### config.mk
export PLATFORM = sky130hd
export DESIGN_NAME = mem_wb_stage
export DESIGN_NICKNAME = d
export VERILOG_FILES = /design/src/rtl/mem_wb_stage.sv
export SDC_FILE = /design/constraint.sdc
export NUM_CORES = 1
export LEC_CHECK = 0
export ABC_AREA = 1
export BUFFER_PORTS_ARGS = -buffer_cell sky130_fd_sc_hd__buf_2
export CAP_MARGIN = 10
export CORE_AREA = 2 2 96 98
export DETAILED_ROUTE_END_ITERATION = 6
export DIE_AREA = 0 0 98 100
export PLACE_DENSITY = 0.86
export SYNTH_ARGS = -nofsm -noshare
export SYNTH_HDL_FRONTEND = slang
export SYNTH_SLANG_ARGS = --single-unit
### constraint.sdc
create_clock -name clk -period 2.75 [get_ports clk]
set_clock_uncertainty 0.2 [all_clocks]
set_input_delay 0.4125 -clock clk [delete_from_list [all_inputs] [get_ports clk]]
set_output_delay 0.4125 -clock clk [all_outputs]
set_load 0.05 [all_outputs]
### src/rtl/mem_wb_stage.sv
// Memory + writeback stage: issues loads/stores over a ready/valid handshake,
// stalls the upstream EX/MEM register, and produces the registered writeback triple.
module mem_wb_stage #(
    parameter int BIT_WIDTH = 32,
    parameter int TIMEOUT   = 16
) (
    input  logic                 clk,
    input  logic                 reset,
    input  logic                 regWrEnIn,
    input  logic                 memWrEnIn,
    input  logic [1:0]           mulSelIn,
    input  logic [3:0]           regWrAddrIn,
    input  logic [BIT_WIDTH-1:0] aluOutIn,
    input  logic [BIT_WIDTH-1:0] PCIn,
    input  logic [BIT_WIDTH-1:0] dataInIn,
    output logic                 stall,
    output logic                 memReq,
    output logic                 memWe,
    output logic [BIT_WIDTH-1:0] memAddr,
    output logic [BIT_WIDTH-1:0] memWrData,
    input  logic                 memReady,
    input  logic                 memRdValid,
    input  logic [BIT_WIDTH-1:0] memRdData,
    output logic                 wbEn,
    output logic [3:0]           wbAddr,
    output logic [BIT_WIDTH-1:0] wbData,
    output logic                 memErr
);

    typedef enum logic [1:0] {IDLE, WAIT_RD, ERROR} state_t;

    localparam logic [7:0] TIMEOUT_CNT = 8'(TIMEOUT);

    state_t               state;
    logic [7:0]           cnt;
    logic [7:0]           cnt_inc;
    logic                 sel_load;
    logic                 is_store;
    logic                 is_load;
    logic                 is_mem;
    logic                 retire;
    logic [BIT_WIDTH-1:0] wb_data_next;

    // A store wins when both store enable and load select are present.
    assign sel_load  = (mulSelIn == 2'b01);
    assign is_store  = memWrEnIn;
    assign is_load   = sel_load & ~memWrEnIn;
    assign is_mem    = sel_load | memWrEnIn;
    assign memAddr   = aluOutIn;
    assign memWrData = dataInIn;
    assign cnt_inc   = cnt + 8'd1;

    always_comb begin
        // NOTE: every output of this block gets a default first, so no path can infer a latch.
        stall  = 1'b0;
        memReq = 1'b0;
        memWe  = 1'b0;
        retire = 1'b0;
        case (state)
            IDLE: begin
                memReq = is_mem;
                memWe  = is_store;
                if (is_mem && !memReady) stall  = 1'b1;
                else if (is_load)        stall  = 1'b1;
                else                     retire = 1'b1;
            end
            WAIT_RD: begin
                if (memRdValid) retire = 1'b1;
                else            stall  = 1'b1;
            end
            default: stall = 1'b1;
        endcase
    end

    // Load data is only meaningful once a load retires out of WAIT_RD.
    always_comb begin
        case (mulSelIn)
            2'b01:   wb_data_next = (state == WAIT_RD) ? memRdData : '0;
            2'b10:   wb_data_next = PCIn;
            default: wb_data_next = aluOutIn;
        endcase
    end

    // NOTE: sequential state uses non-blocking assignments so every register samples pre-edge values.
    always_ff @(posedge clk or negedge reset) begin
        if (!reset) begin
            state  <= IDLE;
            cnt    <= '0;
            wbEn   <= 1'b0;
            wbAddr <= '0;
            wbData <= '0;
            memErr <= 1'b0;
        end else begin
            wbEn <= retire & regWrEnIn;
            if (retire) begin
                wbAddr <= regWrAddrIn;
                wbData <= wb_data_next;
            end
            case (state)
                IDLE: begin
                    if (is_load && memReady) begin
                        state <= WAIT_RD;
                        cnt   <= '0;
                    end
                end
                WAIT_RD: begin
                    if (memRdValid) begin
                        state <= IDLE;
                    end else begin
                        cnt <= cnt_inc;
                        if (cnt_inc == TIMEOUT_CNT) begin
                            state  <= ERROR;
                            memErr <= 1'b1;
                        end
                    end
                end
                default: state <= ERROR;
            endcase
        end
    end

endmodule

==> results.json <==
{
  "status": "finished, final reports clean",
  "grt-busiest-layer": "met2",
  "design_area_mm2": 0.00389,
  "synth_top_cell_by_area": "dfrtp_1",
  "ys_ff_latch": 48,
  "fp.dieW_um": 98,
  "dr.pass1.iters": 4,
  "start_kind": "flop",
  "critical_path_arrival_ns": 1.83,
  "swShare": 0.395,
  "synthCells": 427,
  "relSlewSlack": 0.438,
  "yosysUniqueCellTypes": 23,
  "synth_area_leaders": "dfrtp_1 36%, buf_4 15%, nand2_1 12%",
  "finalNonFillerCells": 644,
  "rsz0062_at_grt": "no",
  "period_share": 0.888,
  "crit_path_end_kind": "output pin",
  "vias_per_cell": 5.04,
  "p_switching_mw": 0.809,
  "path_cells": "nand2_4 -> inv_1 -> nand2_1 -> nand2_4 -> inv_8 -> buf_2",
  "grt-ovfl-total": 0,
  "postCtsSetupRepairBufs": 0,
  "met1_usage": 0.208,
  "cts_buffer_depth": 2,
  "cp_common_cell": "nand2_4",
  "crit_type": "flop to output pin",
  "start_util": 0.374,
  "finalSetupTns_ns": 0,
  "synth_top_area_frac": 0.361,
  "htree_levels": 2,
  "drtIter0Drc": 120,
  "p_int_mw": 1.24,
  "clk_pin_slew_ns": 0.10,
  "p_leak_nw": 2.06,
  "cap_violations": 0,
  "diodes": 0,
  "core_area_mm2": 0.00889,
  "hold_viol": 0,
  "report.final.slew_viol_count": 0,
  "vias": 3245,
  "period_needed_ns": 2.44,
  "synth_area_mm2": 0.00332,
  "wl_mm": 9.08,
  "place_inst": 636,
  "die_area_mm2": 0.00980,
  "irDropWorstVdd_mv": 0.205,
  "p_per_area_mw_per_mm2": 527,
  "cts_root_buf": "clkbuf_8",
  "cts_buffers": 5,
  "final_antenna_net_count": 0,
  "slowest_delay_ns": 0.42,
  "combPwrFrac": 0.359,
  "holdWs_ns": 0.00169,
  "synth_warnings": 0,
  "tightest_slew_ns": 0.842,
  "grt_max_degree": 52,
  "setup_ws_ns": 0.308,
  "ios": 245,
  "drive_gt1_frac": 0.445,
  "grt_use_met2": 0.321,
  "clkPwrFrac": 0.247,
  "hold_buffers": 0,
  "cp_slowest_cell": "dfrtp_1",
  "final_nets": 675,
  "met3_usage": 0.0244,
  "die_y_um": 100,
  "ys_seq_area_frac": 0.361,
  "place_worst_setup_slack_ns": 0.516,
  "max_freq_ghz": 0.410,
  "wire_per_inst_um": 14.1,
  "p_seq_frac": 0.393,
  "num_rows": 35,
  "synth_fp_nets": 570,
  "cts_tree": "done",
  "placed_area_mm2": 0.00378,
  "setup_viol": 0,
  "required_ns": 2.14,
  "grt_usage": 0.176,
  "drc": 0,
  "cts.sinks": 48,
  "grt_pass1_wl_mm": 14.1,
  "place_hpwl_mm": 6.97,
  "portBuffers": 180,
  "clock_latency_ns": 0.30,
  "area_delta_synth_final_pct": 17.0,
  "post_cts_resize_count": 0,
  "hold_class": "primary input to asynchronous set/reset pin",
  "worstPathMaxFanout": 34,
  "grt_pass1_vias": 3036,
  "synth_area_per_cell_um2": 7.78,
  "gp_congestion": 0.792,
  "grt_antenna_before_repair": 0
}
path summary, 6_finish.rpt:
kind                                start    endpoint  slack (ns)  cells after the start
max in group asynchronous           reset  wbData[17]        1.90                      2
min                                 reset      cnt[2]       0.002                      2
max                              state[0]       stall        0.31                      6
min reg2reg                        memErr      memErr        0.27                      2
max reg2reg                      state[0]   wbData[8]        0.74                      8
min in group clk           regWrAddrIn[3]   wbAddr[3]        0.10                      3
final cells by class:
| cell class | count | area, µm² |
|---|---|---|
| clock inverters | 2 | 35.0 |
| multi-input cells | 270 | 1400 |
| well taps | 111 | 139 |
| repair buffers | 186 | 958 |
| fillers | 907 | 5000 |
| flip-flops and latches | 48 | 1200 |
| clock buffers | 6 | 72.6 |
| inverters | 21 | 86.3 |
critical path, delay by kind of cell (launching register included):
| family | cells | cell delay (ns) |
|---|---|---|
| buf+inv | 3 | 0.57 |
| flops | 1 | 0.42 |
| simple gates | 3 | 0.53 |
cells by family (layout without fill, tap and decap cells):
| family | count (synthesis) | in the layout | share of synthesized area |
|---|---|---|---|
| AOI/OAI and AO/OA | 139 | 139 | 0.249 |
| adders and majority gates | 3 | 3 | 0.0113 |
| buffers and inverters | 109 | 215 | 0.218 |
| DFF | 48 | 48 | 0.361 |
| and+or+nand+nor | 128 | 128 | 0.160 |
power by group through the flow:
stage / clock network [mW] / registers, mW / logic (mW)
after CTS: 0.524 / 0.806 / 0.742
after global placement: 0 / 0.818 / 0.726
after global routing: 0.556 / 0.815 / 0.791
final: 0.507 / 0.806 / 0.736
after detailed placement: 0 / 0.820 / 0.740
after floorplan: 0 / 1.03 / 0.449
stage by stage:
| stage | utilization | total power [mW] |
|---|---|---|
| finish | 0.437 | 2.05 |
| global route | 0.437 | 2.16 |
| CTS | 0.437 | 2.07 |
| detailed placement | 0.425 | 1.56 |
| global placement | 0.425 | 1.54 |
| floorplan | - | 1.48 |
sequential cells by signal (all words and copies together), names as in the netlist:
name	flops
wbAddr	4
wbEn	1
memErr	1
state	2
wbData	32
cnt	8
layer usage:
metal,routed length (µm),up-vias
met5,0,-
met4,250,0
met3,607,34
met2,4610,133
met1,3610,1531
li1,-,1547
cell usage after synthesis:
master / count
a21oi_1: 33
nand2_4: 2
a21oi_2: 1
nand2_1: 102
o21ai_2: 33
clkbuf_1: 6
nand2_2: 3
buf_2: 10
buf_4: 65
a22oi_1: 1
buf_6: 7
nor2_4: 1
ha_1: 3
inv_8: 1
inv_2: 2
inv_1: 18
nand4_1: 3
nand3_1: 9
o21ai_0: 70
dfrtp_1: 48
nor2_1: 7
nor2_2: 1
o22ai_1: 1
cell usage in the layout, fill, tap and decap left out, types with 5 or more instances in the layout:
cell,Yosys,layout
nand3_1,9,9
inv_1,18,18
nor2_1,7,7
buf_2,10,180
a21oi_1,33,33
o21ai_2,33,33
dfrtp_1,48,48
clkbuf_8,0,5
o21ai_0,70,70
buf_4,65,5
nand2_1,102,102
Power figures use the tool's default switching activity.
